[config.mk]
export PLATFORM = sky130hd
export DESIGN_NAME = bit_count_datapath
export DESIGN_NICKNAME = d
export VERILOG_FILES = /design/src/rtl/bit_counter_pkg.sv /design/src/rtl/shift_reg_lr.sv /design/src/rtl/bit_count_datapath.sv
export SDC_FILE = /design/constraint.sdc
export NUM_CORES = 1
export LEC_CHECK = 0
export ABC_AREA = 1
export BUFFER_PORTS_ARGS = -buffer_cell sky130_fd_sc_hd__buf_2
export CORE_UTILIZATION = 35
export CTS_BUF_LIST = sky130_fd_sc_hd__clkbuf_4 sky130_fd_sc_hd__clkbuf_8 sky130_fd_sc_hd__clkbuf_16
export DETAILED_ROUTE_END_ITERATION = 12
export GPL_ROUTABILITY_DRIVEN = 0
export MAX_ROUTING_LAYER = met4
export PLACE_DENSITY = 0.65
export RECOVER_POWER = 100
export SLEW_MARGIN = 10
export SYNTH_ARGS = -nofsm -noshare
export SYNTH_HDL_FRONTEND = slang
export SYNTH_HIERARCHICAL = 1
export SYNTH_SLANG_ARGS = --single-unit
[constraint.sdc]
create_clock -name clk -period 1 [get_ports clk]
set_input_delay 0.3 -clock clk [delete_from_list [all_inputs] [get_ports clk]]
set_output_delay 0.3 -clock clk [all_outputs]
set_load 0.005 [all_outputs]
[src/rtl/bit_counter_pkg.sv]
// rtl/bit_counter_pkg.sv - shared widths and types for the bit-counter unit
package bit_counter_pkg;

  localparam int BC_WIDTH = 10;
  localparam int BC_RES_W = 4;

  typedef logic [BC_WIDTH-1:0] bc_data_t;
  typedef logic [BC_RES_W-1:0] bc_count_t;

endpackage

[src/rtl/shift_reg_lr.sv]
// rtl/shift_reg_lr.sv - loadable logical right-shift register with zero and LSB flags
module shift_reg_lr
  import bit_counter_pkg::*;
#(
  parameter int WIDTH = BC_WIDTH
) (
  input  logic             clk,
  input  logic             rst_n,
  input  logic [WIDTH-1:0] d,
  input  logic             load,
  input  logic             shift,
  output logic [WIDTH-1:0] q,
  output logic             is_zero,
  output logic             lsb
);

  logic [WIDTH-1:0] a_d;
  logic [WIDTH-1:0] a_q;

  // Next value: load beats shift, otherwise hold
  always_comb begin
    a_d = a_q;
    if (load) begin
      a_d = d;
    end else if (shift) begin
      a_d = {1'b0, a_q[WIDTH-1:1]};
    end
  end

  // Operand register, cleared asynchronously
  always_ff @(posedge clk or negedge rst_n) begin
    if (!rst_n) begin
      a_q <= '0;
    end else begin
      a_q <= a_d;
    end
  end

  // Status flags depend on the register only, never on the commands
  always_comb begin
    q       = a_q;
    is_zero = (a_q == '0);
    lsb     = a_q[0];
  end

endmodule

[src/rtl/bit_count_datapath.sv]
// rtl/bit_count_datapath.sv - operand shifter and result counter driven by an external controller
module bit_count_datapath
  import bit_counter_pkg::*;
#(
  parameter int WIDTH = BC_WIDTH,
  parameter int RES_W = BC_RES_W
) (
  input  logic             clk,
  input  logic             reset,
  input  logic [WIDTH-1:0] data_in,
  input  logic             load_a,
  input  logic             shift_a,
  input  logic             inc_result,
  input  logic             res_eq_zero,
  output logic             a_eq_zero,
  output logic             a_lsb,
  output logic [RES_W-1:0] result
);

  // Operand register kept under the name A so it can be probed from outside
  logic [WIDTH-1:0] A;

  logic [RES_W-1:0] result_d;
  logic [RES_W-1:0] result_q;

  shift_reg_lr #(
    .WIDTH(WIDTH)
  ) u_shift_reg (
    .clk    (clk),
    .rst_n  (reset),
    .d      (data_in),
    .load   (load_a),
    .shift  (shift_a),
    .q      (A),
    .is_zero(a_eq_zero),
    .lsb    (a_lsb)
  );

  // Next count: clear beats increment; increment wraps naturally
  always_comb begin
    result_d = result_q;
    if (res_eq_zero) begin
      result_d = '0;
    end else if (inc_result) begin
      result_d = result_q + RES_W'(1);
    end
  end

  // Result register, cleared asynchronously
  always_ff @(posedge clk or negedge reset) begin
    if (!reset) begin
      result_q <= '0;
    end else begin
      result_q <= result_d;
    end
  end

  assign result = result_q;

endmodule

==> results of run 1 <==
## routing by layer
layer	vias up	part of all wire (%)	GRT usage (%)
li1	366	-	-
met1	305	48	23.4
met2	12	48	24.2
met3	0	4.6	6.35
met4	0	0	1.76
met5	-	0	-
## tightest hold or removal path, cell delays in order
cell,delay [ns]
buf_2,0.08
o21ai_1,0.05
nand2_1,0.04
## what timing repair did
action / CTS / global route
setup buffers: 4 / 2
endpoints found under the setup margin: 6 / 9
gates resized for setup: 1 / 7
pin swaps: 0 / 9
hold buffers: 1 / 0
hold endpoints to repair: 14 / 0
## cell type report
cell class	count	area, um2
clock buffer	4	36.3
fill	179	754
inverter	5	18.8
multi-input combinational	67	327
sequential	14	350
tap	25	31.3
timing repair buffer	40	246
## registers in the layout, indices dropped and copies added (netlist names)
signal and count:
result 4, u_shift_reg/q 10
## metrics by stage
step,instance area [um2],cells,utilization [%]
floorplan,674,87,-
finish,1010,155,57.2
CTS,990,154,56.1
global placement,901,145,51.1
detailed placement,901,145,51.1
global route,1010,155,57.2
## layout by cell type (no fill, tap or decap)
cell,count
nand2_1,34
clkbuf_1,2
nor2_4,1
o21ai_1,1
a21oi_2,1
buf_6,1
a21oi_1,2
nand2_2,1
dfrtp_1,14
nand3_2,2
clkbuf_8,1
ha_4,1
inv_2,2
clkbuf_4,7
nor2_1,9
dlygate4sd3_1,1
buf_4,11
nand3_1,12
buf_2,20
clkbuf_2,1
inv_1,3
nor2_2,3
## power by group through the flow
stage	clock [mW]	sequential, mW	combinational, mW
6_report	0.405	0.675	0.472
5_1_grt	0.446	0.686	0.528
4_1_cts	0.426	0.674	0.448
3_5_place_dp	0	0.704	0.351
3_3_place_gp	0	0.700	0.341
2_1_floorplan	0	0.706	0.162
## path summary, 6_finish.rpt
kind / startpoint / to / slack (ns) / cells past startpoint
max in group asynchronous: reset / result[3] / 0.31 / 2
worst max-delay path: u_shift_reg/q[4] / a_eq_zero / -0.36 / 4
worst max register to register: result[0] / result[3] / -0.04 / 6
min in group asynchronous: reset / u_shift_reg/q[8] / 0.44 / 2
worst min register to register: u_shift_reg/q[9] / u_shift_reg/q[9] / 0.59 / 3
worst min-delay path: data_in[1] / u_shift_reg/q[1] / 0.22 / 3
==> results.json, run 1 <==
{
  "outcome": "finished, violations left",
  "violated_checks": "negative setup slack",
  "detailedPlacementHpwl_um": 1140,
  "diodes": 0,
  "netSwitchingFraction_pct": 29.1,
  "clkTransAtPathRegs_ns": 0.09,
  "achievable-frequency_ghz": 0.734,
  "final_layout_size_suffix_gt1_share_pct": 40.0,
  "tritoncts.num_buffers": 3,
  "die_width_um": 45.9,
  "cpMostUsedCell": "nor2_1",
  "total_switching_power_uw": 452,
  "core_um2": 1760,
  "worst_pin_slew_ns": 0.340,
  "worstSetupEndpointType": "output pin",
  "report.final.slew_viol_count": 0,
  "max-cap-violations": 0,
  "critical_path_arrival_ns": 1.06,
  "timing.critical_path.required_ns": 0.70,
  "initial_utilization_pct": 38.2,
  "detail-route-antenna-nets": 0,
  "routed-via-count": 683,
  "share_comb_of_total_power_pct": 30.4,
  "start_kind": "flip-flop",
  "p_seq_share_pct": 43.5,
  "synth_cells": 87,
  "setup_violations": 7,
  "critPathMaxFanout": 2,
  "timing.setup.tns_ns": -0.958,
  "synth.cell_area_um2": 674,
  "first_global_vias": 611,
  "grt_first_pass_wirelength_um": 2490,
  "intPower_mw": 1.10,
  "clock_insertion_delay_worst_skew_ns": 0.28,
  "final.setup.worst_slack_ns": -0.362,
  "die_area_um2": 2110,
  "wire_per_inst_um": 9.78,
  "initial_antenna_violation_count": 0,
  "grt_setup_unrepaired": "true",
  "drt_iter0_markers": 6,
  "port_buffers": 21,
  "power.density_cell_area_nw_per_um2": 1540,
  "crit_path_cell_trace": "nor2_1 -> nand3_1 -> nor2_1 -> buf_2",
  "grt_remaining_overflow": 0,
  "yosys_warnings": 6,
  "cts.sink_count": 14,
  "critical_path_buf_inv_count": 1,
  "final_min_period_over_clock_period_pct": 136,
  "overall_track_demand_over_capacity_in_global_routing_pct": 16.9,
  "cts_buffer_depth": 2,
  "num_rows": 15,
  "average_cell_area_after_synthesis_um2": 7.75,
  "cts.htree.levels": 1,
  "grt_max_degree": 15,
  "post-place-ws_ns": -0.0656,
  "critical_path_class": "reg -> out",
  "worst_path_max_delay_cell": "dfrtp_1",
  "synth.net_count": 104,
  "critical-path-max-stage-delay_ns": 0.38,
  "drcViolationCount": 0,
  "fin_skew_ns": 0.00203,
  "areaGrowthSynthToFinish_pct": 49.7,
  "final.min_clock_period_ns": 1.36,
  "finalWirelength_um": 1520,
  "detailedRoute.firstPassIterationCount": 4,
  "timing.critical_path.max_delay_family": "flip-flops",
  "hold_viol": 0,
  "floorplan.io_pins": 22,
  "root_buffer": "clkbuf_4",
  "power.ir.vdd_worst_uv": 906,
  "p_leak_nw": 0.544,
  "finalNetCount": 148,
  "via_per_inst": 4.41,
  "fin_hold_ws_ns": 0.215,
  "holdCritPathClass": "in -> reg",
  "tritoncts_clock_tree": "yes",
  "power.total_mw": 1.55,
  "power.share.clock_pct": 26.1,
  "slew_headroom_pct": 77.4,
  "die_height_um": 45.9
}
Power figures use the tool's default switching activity.
==> run 2: changes to the inputs <==
--- a/config.mk
+++ b/config.mk
@@ -12,7 +12,7 @@
 export DETAILED_ROUTE_END_ITERATION = 12
 export GPL_ROUTABILITY_DRIVEN = 0
 export MAX_ROUTING_LAYER = met4
-export PLACE_DENSITY = 0.65
+export PLACE_DENSITY = 0.64
 export RECOVER_POWER = 100
 export SLEW_MARGIN = 10
 export SYNTH_ARGS = -nofsm -noshare
==> results.json, run 2 (same netlist as run 1, synthesis figures left out) <==
{
  "total_switching_power_uw": 457,
  "final.setup.worst_slack_ns": -0.356,
  "final.fill_count": 182,
  "detailedPlacementHpwl_um": 1200,
  "grt_setup_unrepaired": "true",
  "num_rows": 15,
  "violated_checks": "negative setup slack",
  "grt_first_pass_wirelength_um": 2750,
  "final.min_clock_period_ns": 1.36,
  "tritoncts.num_buffers": 3,
  "register_area_um2": 350,
  "netSwitchingFraction_pct": 29.2,
  "root_buffer": "clkbuf_4",
  "final_layout_size_suffix_gt1_share_pct": 41.7,
  "crit_path_cell_trace": "nor2_1 -> nand3_1 -> nor2_1 -> buf_2",
  "largest_reg_flops": 10,
  "mostFrequentLayoutCells": "nand2_1 (35), buf_2 (19), dfrtp_1 (14)",
  "worstSetupPathDepth": 4,
  "worst_pin_slew_ns": 0.344,
  "cts.htree.levels": 1,
  "holdCritPathClass": "in -> reg",
  "critical_path_buf_inv_count": 1,
  "drt_iter0_markers": 3,
  "initial_utilization_pct": 38.2,
  "critical_path_arrival_ns": 1.06,
  "setup_violations": 6,
  "critPathMaxFanout": 2,
  "timing.critical_path.required_ns": 0.70,
  "grt_remaining_overflow": 0,
  "die_width_um": 45.9,
  "ff2ff_setup_slack_ns": 0.02,
  "max-cap-violations": 0,
  "hold_depth": 3,
  "achievable-frequency_ghz": 0.737,
  "finalWirelength_um": 1620,
  "critical_path_class": "reg -> out",
  "wire_per_inst_um": 10.3,
  "clkTransAtPathRegs_ns": 0.08,
  "hold_viol": 0,
  "grt_max_degree": 15,
  "first_global_vias": 663,
  "outcome": "finished, violations left",
  "diodes": 0,
  "r2r.worst_path.cells": 4,
  "r2r-end": "result[1]",
  "worst_path_max_delay_cell": "dfrtp_1",
  "slew_headroom_pct": 77.1,
  "mostFrequentLayoutCell": "nand2_1",
  "power.ir.vdd_worst_uv": 829,
  "power.density_cell_area_nw_per_um2": 1500,
  "area_of_the_multi_input_gates_um2": 333,
  "final_min_period_over_clock_period_pct": 136,
  "p_leak_nw": 0.560,
  "routed-via-count": 700,
  "cpMostUsedCell": "nor2_1",
  "post_layout_utilization_of_the_core_pct": 58.9,
  "cts_buffer_depth": 2,
  "p_seq_share_pct": 43.1,
  "detail-route-antenna-nets": 0,
  "start_kind": "flip-flop",
  "intPower_mw": 1.11,
  "overall_track_demand_over_capacity_in_global_routing_pct": 19.5,
  "floorplan.io_pins": 22,
  "timing.critical_path.max_delay_family": "flip-flops",
  "critPathCapture": "a_eq_zero",
  "rr_startpoint": "result[0]",
  "power.share.clock_pct": 26.1,
  "die_height_um": 45.9,
  "post-place-ws_ns": -0.0576,
  "clock_insertion_delay_worst_skew_ns": 0.28,
  "port_buffers": 21,
  "cts.sink_count": 14,
  "detailedRoute.firstPassIterationCount": 3,
  "report.final.slew_viol_count": 0,
  "share_comb_of_total_power_pct": 30.8,
  "fin_skew_ns": 0.00355,
  "core_um2": 1760,
  "via_per_inst": 4.46,
  "tritoncts_clock_tree": "yes",
  "initial_antenna_violation_count": 0,
  "areaGrowthSynthToFinish_pct": 54.0,
  "critical-path-max-stage-delay_ns": 0.38,
  "drcViolationCount": 0,
  "finalNetCount": 150,
  "die_area_um2": 2110,
  "worstSetupEndpointType": "output pin",
  "source_of_the_critical_timing_path": "u_shift_reg/q[4]"
}
[run 2: cell count changes in the layout (fill, tap and decap cells not counted)]
| cell | change |
|---|---|
| a21oi_1 | -1 |
| a21oi_2 | +1 |
| buf_2 | -1 |
| buf_4 | +1 |
| buf_6 | +1 |
| clkbuf_1 | -1 |
| clkbuf_2 | +1 |
| clkbuf_4 | +1 |
| inv_1 | +1 |
| inv_2 | -1 |
| nand2_1 | +1 |
| nand2_2 | -1 |
| nand3_1 | -1 |
| nand3_2 | +1 |
[run 2: worst reg2reg max path, stage by stage (launching register included)]
cell      delay [ns]
dfrtp_1         0.38
clkbuf_2        0.14
ha_4            0.24
nand3_2         0.06
nand2_1         0.05
[run 2: final cells by class]
cell class                      count  share of cell area [%]
Inverter                            5                    1.81
Clock buffer                        4                    3.49
Tap cell                           25                    3.01
Timing Repair Buffer               42                    25.9
Sequential cell                    14                    33.7
Multi-Input combinational cell     67                    32.0
[run 2: how the worst min path moves through the flow]
stage / from / end / slack, ns
6_report: data_in[9] / u_shift_reg/q[9] / 0.21
3_5_place_dp: reset / u_shift_reg/q[3] / 0.21
4_1_cts: data_in[9] / u_shift_reg/q[9] / 0.21
3_3_place_gp: reset / u_shift_reg/q[3] / 0.21
2_1_floorplan: reset / result[0] / 0.004
5_1_grt: data_in[9] / u_shift_reg/q[9] / 0.22
[run 2: what timing repair did]
action | CTS | global route
pin swaps | 0 | 3
resized for setup | 4 | 5
buffers inserted | 3 | 2
endpoints found under the hold margin | 14 | 0
hold buffers | 1 | 0
setup endpoints to repair | 6 | 9
[run 2: power groups by stage]
stage | logic [mW] | clock network (mW) | registers (mW)
2_1_floorplan | 0.162 | 0 | 0.706
3_3_place_gp | 0.346 | 0 | 0.700
3_5_place_dp | 0.353 | 0 | 0.705
4_1_cts | 0.470 | 0.416 | 0.679
5_1_grt | 0.543 | 0.436 | 0.684
6_report | 0.481 | 0.408 | 0.673
[run 2: per-layer routing]
metal  up-vias  global-route usage [%]  share of wire, %
met5         -                       -                 0
met4         0                    7.06               1.8
met3         5                    7.14               4.1
met2        10                    30.1                48
met1       316                    23.2                46
li1        369                       -                 -
[run 2: per-stage QoR]
step	setup TNS, ns	hold slack (ns)	power (mW)	instances	area [um2]
after detailed placement	-0.0576	0.208	1.06	147	916
after CTS	-0.987	0.213	1.56	155	1010
after global placement	-0.0519	0.212	1.05	147	916
after floorplan	0	0.00441	0.868	87	674
after global routing	-1.31	0.222	1.66	157	1040
final	-0.946	0.214	1.56	157	1040
==> run 3: changes to the inputs <==
==> constraint.sdc (replaced) <==
create_clock -name clk -period 1.6 [get_ports clk]
set_input_delay 0.48 -clock clk [delete_from_list [all_inputs] [get_ports clk]]
set_output_delay 0.48 -clock clk [all_outputs]
set_load 0.005 [all_outputs]
==> results.json, run 3 (same netlist as run 1, synthesis figures left out) <==
{
  "outcome": "finished clean",
  "via_per_inst": 4.31,
  "critical_path_class": "reg -> out",
  "grt_first_pass_wirelength_um": 2320,
  "holdCritPathClass": "in -> async",
  "detailedRoute.firstPassIterationCount": 4,
  "drcViolationCount": 0,
  "final.fill_count": 194,
  "mostFrequentLayoutCell": "nand2_1",
  "cts.htree.levels": 1,
  "timing.critical_path.required_ns": 1.12,
  "post_layout_utilization_of_the_core_pct": 47.2,
  "tritoncts.num_buffers": 3,
  "place_inst": 132,
  "final.setup.worst_slack_ns": 0.0432,
  "timing.setup.tns_ns": 0,
  "tritoncts_clock_tree": "yes",
  "final_design_area_no_fill_um2": 832,
  "routed-via-count": 591,
  "setup_violations": 0,
  "die_width_um": 45.9,
  "grt_max_degree": 15,
  "floorplan.io_pins": 22,
  "grt_remaining_overflow": 0,
  "area_of_the_multi_input_gates_um2": 288,
  "detail-route-antenna-nets": 0,
  "finalWirelength_um": 1320,
  "drt_iter0_markers": 3,
  "post_layout_nonfiller_instances": 137,
  "max-cap-violations": 0,
  "grt_setup_unrepaired": "true",
  "cts_buffer_depth": 2,
  "power.ir.vdd_worst_uv": 526,
  "slew_headroom_pct": 52.2,
  "diodes": 0,
  "report.final.slew_viol_count": 0,
  "first_global_vias": 569,
  "detailedPlacementHpwl_um": 1030,
  "areaGrowthSynthToFinish_pct": 23.4,
  "root_buffer": "clkbuf_4",
  "register_area_um2": 350,
  "final.min_clock_period_ns": 1.56,
  "port_buffers": 21,
  "clkTransAtPathRegs_ns": 0.09,
  "detailed_place.area_um2": 803,
  "die_height_um": 45.9,
  "wire_per_inst_um": 9.64,
  "clock_insertion_delay_worst_skew_ns": 0.27,
  "achievable-frequency_ghz": 0.642,
  "critPathMaxFanout": 3,
  "worst_pin_slew_ns": 0.717,
  "initial_utilization_pct": 38.2,
  "worstSetupEndpointType": "output pin",
  "largest_reg_flops": 10,
  "fin_hold_ws_ns": 0.223,
  "critical_path_arrival_ns": 1.08,
  "core_um2": 1760,
  "cts.sink_count": 14,
  "power.total_uw": 841,
  "power.density_cell_area_nw_per_um2": 1010,
  "die_area_um2": 2110,
  "overall_track_demand_over_capacity_in_global_routing_pct": 16.5,
  "num_rows": 15,
  "post-place-ws_ns": 0.317,
  "final_min_period_over_clock_period_pct": 97.3,
  "initial_antenna_violation_count": 0,
  "fin_skew_ns": 0.00463,
  "p_leak_nw": 0.448,
  "final_layout_size_suffix_gt1_share_pct": 22.3,
  "hold_viol": 0,
  "start_kind": "flip-flop",
  "mostFrequentLayoutCells": "nand2_1 (35), buf_2 (17), nand3_1 (14), dfrtp_1 (14), nor2_1 (11)",
  "finalNetCount": 130
}
==> run 3: path summary, 6_finish.rpt <==
path / end / depth (start not counted) / slack (ns) / from
max: a_eq_zero / 4 / 0.04 / u_shift_reg/q[2]
min: u_shift_reg/q[3] / 1 / 0.22 / reset
max reg2reg: result[1] / 3 / 0.67 / result[0]
min reg2reg: u_shift_reg/q[1] / 2 / 0.51 / u_shift_reg/q[1]
max in group asynchronous: result[2] / 1 / 0.92 / reset
min in group clk: u_shift_reg/q[9] / 3 / 0.40 / data_in[9]
==> run 3: area by class of cell <==
type	count	share of cell area [%]
clock buffer	4	4.36
tap	25	3.76
multi-input combinational	67	34.6
sequential	14	42.1
timing repair buffer	22	12.9
inverter	5	2.26
==> run 3: what timing repair did <==
item	CTS	global route
buffers inserted	0	1
setup endpoints to repair	0	1
resized for setup	0	0
hold buffers	0	0
==> run 3: routing by layer <==
layer	global-route usage, %	wire (um)
met5	-	0
met3	3.57	42
met2	25.1	617
met1	20.3	649
met4	8.82	10
==> run 3: power breakdown <==
group | switching (mW) | internal [mW]
clock network | 0.110 | 0.138
registers | 0.0396 | 0.399
logic | 0.0834 | 0.0707
total | 0.233 | 0.608
==> run 3: critical path: stages (launching register included) <==
cell     delay (ns)
dfrtp_1        0.41
nor2_1         0.11
nand2_1        0.06
nor2_1         0.10
buf_2          0.12
